--- src/rtl/priority_encoder_8to3_pkg.sv ---
// Shared constants and helpers for the 8-to-3 priority encoder.
// prio_idx picks the highest set line; idx2onehot is the inverse mapping,
// matching the team's 3-to-8 decoders.
package prio_enc_pkg;

    localparam int NUM_LINES = 8;
    localparam int CODE_W    = 3;

    // Index of the highest set bit; 0 when the vector is empty.
    function automatic logic [CODE_W-1:0] prio_idx(input logic [NUM_LINES-1:0] v);
        logic [CODE_W-1:0] idx;
        idx = '0;
        for (int i = 0; i < NUM_LINES; i++) begin
            if (v[i]) begin
                idx = CODE_W'(i);
            end
        end
        return idx;
    endfunction

    // One-hot line for a binary index.
    function automatic logic [NUM_LINES-1:0] idx2onehot(input logic [CODE_W-1:0] idx);
        logic [NUM_LINES-1:0] oh;
        oh      = '0;
        oh[idx] = 1'b1;
        return oh;
    endfunction

endpackage

--- src/rtl/priority_encoder_8to3_sync_chain.sv ---
// Multi-flop synchroniser for asynchronous active-low lines.
// Resets to all-ones so idle (high) request lines never look like a fall.
module sync_chain #(
    parameter int WIDTH = 8,
    parameter int DEPTH = 2
) (
    input  logic             clk_i,
    input  logic             rst_i,
    input  logic [WIDTH-1:0] d_i,
    output logic [WIDTH-1:0] q_o
);

    logic [WIDTH-1:0] r_stage [DEPTH];

    // Shift the raw lines through DEPTH flops.
    always_ff @(posedge clk_i) begin
        if (rst_i) begin
            for (int i = 0; i < DEPTH; i++) begin
                r_stage[i] <= '1;
            end
        end else begin
            r_stage[0] <= d_i;
            for (int i = 1; i < DEPTH; i++) begin
                r_stage[i] <= r_stage[i-1];
            end
        end
    end

    assign q_o = r_stage[DEPTH-1];

endmodule

--- src/rtl/priority_encoder_8to3.sv ---
// Registered 74148-style priority encoder with pending latch, valid/ready
// hand-out of the highest pending line, cascade pins and sticky overflow.
module priority_encoder_8to3
    import prio_enc_pkg::*;
#(
    parameter int SYNC_STAGES = 2,
    parameter int EDGE_MODE   = 1
) (
    input  logic                 clk_i,
    input  logic                 rst_i,
    input  logic [NUM_LINES-1:0] in_n_i,
    input  logic                 ei_n_i,
    input  logic                 ready_i,
    input  logic                 ovf_clr_i,
    output logic                 valid_o,
    output logic [CODE_W-1:0]    code_o,
    output logic [CODE_W-1:0]    a_n_o,
    output logic                 gs_n_o,
    output logic                 eo_n_o,
    output logic [NUM_LINES-1:0] ovf_o
);

    logic [NUM_LINES-1:0] w_sync;
    logic [NUM_LINES-1:0] w_evt;
    logic                 w_acc;
    logic [NUM_LINES-1:0] w_clr;
    logic [NUM_LINES-1:0] w_avail;
    logic [NUM_LINES-1:0] w_pend_next;
    logic [NUM_LINES-1:0] w_ovf_next;
    logic                 w_valid_next;
    logic [CODE_W-1:0]    w_code_next;
    logic                 w_eo_next;

    logic [NUM_LINES-1:0] r_prev;
    logic [NUM_LINES-1:0] r_pend;
    logic [NUM_LINES-1:0] r_ovf;
    logic                 r_valid;
    logic [CODE_W-1:0]    r_code;
    logic [CODE_W-1:0]    r_a_n;
    logic                 r_gs_n;
    logic                 r_eo_n;

    sync_chain #(
        .WIDTH (NUM_LINES),
        .DEPTH (SYNC_STAGES)
    ) u_sync (
        .clk_i (clk_i),
        .rst_i (rst_i),
        .d_i   (in_n_i),
        .q_o   (w_sync)
    );

    // Next-state for pending, overflow and the presented code.
    always_comb begin
        w_acc = r_valid & ready_i;
        w_clr = w_acc ? idx2onehot(r_code) : '0;

        // Edge mode: a high-to-low transition; level mode: any low line.
        if (EDGE_MODE != 0) begin
            w_evt = r_prev & ~w_sync;
        end else begin
            w_evt = ~w_sync;
        end

        // The accepted line is dropped first; fresh events join afterwards,
        // so they become presentable only on the following cycle.
        w_avail     = r_pend & ~w_clr;
        w_pend_next = w_avail | w_evt;

        // A second event on a still-pending line is lost; flag it.
        // A new set beats a simultaneous clear.
        w_ovf_next = ovf_clr_i ? '0 : r_ovf;
        if (EDGE_MODE != 0) begin
            w_ovf_next = w_ovf_next | (w_evt & r_pend & ~w_clr);
        end

        // The code only moves when idle or on an accept, which keeps it
        // stable while the consumer stalls.
        w_valid_next = r_valid;
        w_code_next  = r_code;
        if (ei_n_i) begin
            w_valid_next = 1'b0;
        end else if (!r_valid || w_acc) begin
            w_valid_next = |w_avail;
            w_code_next  = prio_idx(w_avail);
        end

        w_eo_next = ei_n_i | (|w_pend_next) | w_valid_next;
    end

    // State and registered 74148-compatible outputs.
    always_ff @(posedge clk_i) begin
        if (rst_i) begin
            r_prev  <= '1;
            r_pend  <= '0;
            r_ovf   <= '0;
            r_valid <= 1'b0;
            r_code  <= '0;
            r_a_n   <= '1;
            r_gs_n  <= 1'b1;
            r_eo_n  <= 1'b1;
        end else begin
            r_prev  <= w_sync;
            r_pend  <= w_pend_next;
            r_ovf   <= w_ovf_next;
            r_valid <= w_valid_next;
            r_code  <= w_code_next;
            r_a_n   <= w_valid_next ? ~w_code_next : '1;
            r_gs_n  <= ~w_valid_next;
            r_eo_n  <= w_eo_next;
        end
    end

    assign valid_o = r_valid;
    assign code_o  = r_code;
    assign a_n_o   = r_a_n;
    assign gs_n_o  = r_gs_n;
    assign eo_n_o  = r_eo_n;
    assign ovf_o   = r_ovf;

endmodule

--- config.mk ---
export PLATFORM = sky130hd
export DESIGN_NAME = priority_encoder_8to3
export DESIGN_NICKNAME = d
export VERILOG_FILES = /design/src/rtl/priority_encoder_8to3_pkg.sv /design/src/rtl/priority_encoder_8to3_sync_chain.sv /design/src/rtl/priority_encoder_8to3.sv
export SDC_FILE = /design/constraint.sdc
export NUM_CORES = 1
export LEC_CHECK = 0
export ABC_AREA = 1
export CORE_MARGIN = 5
export CORE_UTILIZATION = 55
export DETAILED_ROUTE_END_ITERATION = 8
export HOLD_SLACK_MARGIN = 0.02
export PLACE_DENSITY = 0.86
export SKIP_LAST_GASP = 1
export SLEW_MARGIN = 15
export SYNTH_ARGS = -nofsm -noshare
export SYNTH_HDL_FRONTEND = slang
export SYNTH_SLANG_ARGS = --single-unit
export TNS_END_PERCENT = 1
--- constraint.sdc ---
create_clock -name clk_i -period 2.1 [get_ports clk_i]
set_input_delay 0.42 -clock clk_i [delete_from_list [all_inputs] [get_ports clk_i]]
set_output_delay 0.42 -clock clk_i [all_outputs]
set_load 0.02 [all_outputs]
# Yosys cells after proc, flatten, opt, wreduce, memory -nomap -nowiden

Memory sizes are Yosys's and may differ from the RTL's.
Cells that the tools add are included.

Bits in registers: 33
Memory bits (writable): 16
Input bits: 13
Output and inout port bits: 17
Logic and storage cells: 52
Memories kept: 1

Memories:

| name           | depth | width | rd ports | clocked after memory_dff | wr ports | RTL line                               | source |
|---|---|---|---|---|---|---|---|
| u_sync.r_stage | 2     | 8     | 2        | 0                        | 2        | priority_encoder_8to3_sync_chain.sv:13 | `logic [WIDTH-1:0] r_stage [DEPTH];` |

Order comparisons: 2
Multiplexer cells: 20
Bitwise logic cells: 15
Reductions and logical operators: 6

Operators by type and width:

| operator             | count |
|---|---|
| $and A8 B8 Y8        | 4 |
| $mux W8              | 4 |
| $mux W3              | 8 |
| $not A8 Y8           | 2 |
| $or A8 B8 Y8         | 2 |
| $reduce_or A8 Y1     | 2 |
| $mux W1              | 7 |
| $lt A3 B4 Y1 const B | 1 |
| $or A1 B1 Y1         | 4 |
| $demux W1 S3         | 1 |
| $ge A3 B1 Y1 const B | 1 |
| $not A3 Y3           | 1 |
| $reduce_or A2 Y1     | 1 |
| $and A1 B1 Y1        | 1 |
| $logic_and A1 B1 Y1  | 1 |
| $logic_not A1 Y1     | 1 |
| $logic_or A1 B1 Y1   | 1 |
| $not A1 Y1           | 1 |

# Longest topological paths before layout

Word-level depth: 17
Mapped depth: 11
Gate-level depth less buffers: 11

# By module

A second synthesis with hierarchy kept.

Cells, all modules: 235
Area total of the unflattened synthesis: 1826.8 sq um

Modules (own cells, without submodules):

| module                | times used | cells an instance | area an instance (sq um) | sequential area each (sq um) |
|---|---|---|---|---|
| priority_encoder_8to3 | 1          | 177               | 1311.3                   | 660.6 |
| sync_chain            | 1          | 58                | 515.5                    | 320.3 |

# Worst setup path after synthesis

OpenSTA, ideal clock, no wires.

Path kind: register to register
Start point: reg r_valid, in the netlist valid_o
End point: reg r_eo_n, in the netlist eo_n_o
Library setup time: 0.118 ns
Data arrival time: 1.273 ns
Data required time: 1.982 ns
Slack: 0.709 ns
Cell stages (with the launch flop): 10
Path buffers: 0
Period minus slack after synthesis: 1.391 ns
Cell sequence: dfxtp_1 nand2_2 nor2_4 nand2_1 nand2_1 nand2_1 nor2_1 nand2_1 nor3_2 nand2_1

Longest elaborated chain between the ends: 8
Elaborated cells between the ends (all ways): 13
Those cells by class: mux: 3; bitwise: 6; reduce/logical: 4

Ends and longest elaborated chain:

| what                                                    | RTL line                                                 | source |
|---|---|---|
| start, declared                                         | priority_encoder_8to3.sv:37                              | `logic r_valid;` |
| start signal, assigned                                  | priority_encoder_8to3.sv:106                             | `r_valid <= w_valid_next;` |
| $and A1 B1 Y1                                           | priority_encoder_8to3.sv:55                              | `w_acc = r_valid & ready_i;` |
| $mux W8                                                 | priority_encoder_8to3.sv:56                              | `w_clr = w_acc ? idx2onehot(r_code) : '0;` |
| $not A8 Y8                                              | priority_encoder_8to3.sv:67                              | `w_avail = r_pend & ~w_clr;` |
| $and A8 B8 Y8                                           | priority_encoder_8to3.sv:67                              |  |
| $or A8 B8 Y8 / $reduce_or A8 Y1 (equally long branches) | priority_encoder_8to3.sv:68, priority_encoder_8to3.sv:84 |  |
| $reduce_or A8 Y1 / $mux W1 (equally long branches)      | priority_encoder_8to3.sv:88, priority_encoder_8to3.sv:83 |  |
| $or A1 B1 Y1 / $mux W1 (equally long branches)          | priority_encoder_8to3.sv:88, priority_encoder_8to3.sv:81 |  |
| $or A1 B1 Y1 *                                          | priority_encoder_8to3.sv:88                              | `w_eo_next = ei_n_i \| (\|w_pend_next) \| w_valid_next;` |
| end signal, assigned                                    | priority_encoder_8to3.sv:110                             | `r_eo_n <= w_eo_next;` |
| end, declared                                           | priority_encoder_8to3.sv:41                              | `logic r_eo_n;` |

Mark *: on every way between the ends. The rest lies on a longest branch, timed or not.
A chain may end at the register's enable or synchronous reset.

==> load_flow_metrics.sql <==
INSERT INTO impl_metrics (metric_group, metric, value, unit) VALUES
('power', 'switching_power', '435', 'uW'),
('min_path', 'hold_path_class', 'flip-flop to flip-flop', ''),
('flow_run', 'timing.max_cap.violations', '0', ''),
('drt', 'met3_wirelength', '165', 'um'),
('drt', 'wl_per_cell', '11.5', 'um'),
('logic_synthesis', 'post_synth_inst_count', '209', ''),
('setup_path', 'critical_path_startpoint_category', 'flip-flop', ''),
('finish', 'multi_input_area', '666', 'um^2'),
('timing', 'worstMarginPinSlew', '0.403', 'ns'),
('finish', 'diodes', '0', ''),
('setup_path', 'cp_data_arrival_time', '1.46', 'ns'),
('logic_synthesis', 'synthMuxAreaShare', '0', '%'),
('timing', 'worst_hold_slack', '0.424', 'ns'),
('logic_synthesis', 'yosys.cell_types.count', '20', ''),
('global_routing', 'grt_overflow_total', '0', ''),
('global_routing', 'grt_pass1_vias', '1301', ''),
('run_status', 'outcome', 'complete, no violations', ''),
('die', 'design.die.area', '4390', 'um^2'),
('power', 'total_leakage_power', '0.926', 'nW'),
('placement', 'dpl.hpwl', '2370', 'um'),
('power', 'switching_share', '26.8', '%'),
('clocking', 'post_cts_resized', '0', ''),
('die', 'floorplan.io_pins', '30', ''),
('logic_synthesis', 'synth-simple-area-share', '30.8', '%'),
('logic_synthesis', 'synth-compound-area-share', '7.48', '%'),
('drt', 'route.layer.met1.wl', '1520', 'um'),
('finish', 'finish.utilization', '70.1', '%'),
('finish', 'final_common_cell', 'sky130_fd_sc_hd__nand2_1', ''),
('power', 'pwr_density_cell', '759', 'nW/um^2'),
('die', 'die_h', '66.3', 'um'),
('drt', 'ant_nets', '0', ''),
('die', 'initial_core_util', '57.0', '%'),
('global_routing', 'grt_max_degree', '34', ''),
('logic_synthesis', 'synth_seq_cells', '49', ''),
('power', 'clockPowerShare', '26.0', '%'),
('finish', 'final_layout_size_suffix_gt1_share', '17.3', '%'),
('setup_path', 'cpPeakStageDelay', '0.65', 'ns'),
('placement', 'portBuffers', '29', ''),
('finish', 'layout.cells.non_filler', '287', ''),
('timing', 'fin_setup_tns', '0', 'ns'),
('logic_synthesis', 'synth-adder-area-share', '0', '%'),
('timing', 'slew_headroom', '73.1', '%'),
('logic_synthesis', 'syn-mean-instance-area', '8.33', 'um^2'),
('finish', 'area_growth', '22.9', '%'),
('setup_path', 'regToRegStartpoint', 'code_o[2]', ''),
('power', 'total_power', '1.62', 'mW'),
('placement', 'pre_cts_ws', '0.127', 'ns'),
('min_path', 'hold-path-cell-count', '1', ''),
('drt', 'route.final.wire_length', '3300', 'um'),
('timing', 'maxClockFrequency', '532', 'MHz'),
('placement', 'place.detailed.instances', '280', ''),
('logic_synthesis', 'synth_seq_area_share', '56.4', '%'),
('finish', 'num-nets-final', '256', ''),
('finish', 'final_cell_mix', '52 x sky130_fd_sc_hd__nand2_1, 49 x sky130_fd_sc_hd__dfxtp_1, 29 x sky130_fd_sc_hd__clkdlybuf4s50_1, 19 x sky130_fd_sc_hd__inv_1, 19 x sky130_fd_sc_hd__a21oi_1', ''),
('logic_synthesis', 'synth_xor_area_share', '0', '%'),
('setup_path', 'critical_path.n_buffers_inverters', '1', ''),
('power', 'peakVddDrop', '573', 'uV'),
('setup_path', 'cp_slowest_cell', 'sky130_fd_sc_hd__clkdlybuf4s50_1', ''),
('timing', 'grt_setup_unrepaired', 'false', ''),
('drt', 'met2WireLength', '1530', 'um'),
('die', 'site_rows', '20', ''),
('setup_path', 'setup.reg_to_reg.worst_slack', '0.62', 'ns'),
('finish', 'fill_cells', '266', ''),
('placement', 'place_area', '2090', 'um^2'),
('timing', 'finalHoldViolations', '0', ''),
('setup_path', 'crit_chain', 'clkdlybuf4s50_1', ''),
('finish', 'seq_area', '981', 'um^2'),
('die', 'dieWidth', '66.3', 'um'),
('min_path', 'holdCritStartpoint', 'u_sync.r_stage[0][3]', ''),
('clocking', 'cts_setup_buffers', '0', ''),
('drt', 'drt_first_iter_violations', '37', '');
## cells in the mapped netlist (all sizes together)
master	n	area, um^2
nand2	60	245
dfxtp	49	981
inv	21	78.8
a21oi	20	104
nor2	19	91.3
or2	16	100
nand3	7	35.0
nand4	5	31.3
clkbuf	4	15.0
o21ai	3	18.8
nand3b	2	15.0
a21boi	1	7.51
nor3	1	10.0
nor3b	1	7.51
## cell type report
cell class	count	area share (%)
clock buffer	5	1.75
clock inverter	2	0.760
inverter	21	3.68
multi-input combinational	135	31.1
sequential	49	45.8
tap	44	2.57
timing repair buffer	31	14.3
## power groups by stage
| stage | sequential, mW | combinational (mW) | clock [mW] |
|---|---|---|---|
| 2_1_floorplan | 1.03 | 0.113 | 0 |
| 3_3_place_gp | 1.01 | 0.204 | 0 |
| 3_5_place_dp | 1.01 | 0.208 | 0 |
| 4_1_cts | 0.992 | 0.210 | 0.429 |
| 5_1_grt | 0.998 | 0.232 | 0.471 |
| 6_report | 0.992 | 0.209 | 0.422 |
## how the worst max path moves through the flow
stage	start	to	slack (ns)
4_1_cts	flip-flop	code_o[1]	0.20
2_1_floorplan	valid_o	eo_n_o	0.71
6_report	flip-flop	code_o[1]	0.22
3_5_place_dp	ready_i	eo_n_o	0.13
3_3_place_gp	ready_i	eo_n_o	0.13
5_1_grt	flip-flop	code_o[0]	0.15
## kinds of logic after synthesis
group / after synthesis
AOI/OAI and AO/OA: 24
buffers and inverters: 25
DFF: 49
and+or+nand+nor: 111
## metal layers
metal  vias up  global-route usage, %
li1        721                      -
met1       628                   19.7
met2        35                   27.1
met3         7                   4.08
met4         0                   9.90
met5         -                      0
## flip-flops by register name, summed over array words and instances (netlist names), 3 cells and up, named ones only
register	count
r_pend	8
u_sync.r_stage	16
a_n_o	3
ovf_o	8
r_prev	8
Note: power is estimated with default switching activity, not from simulation.
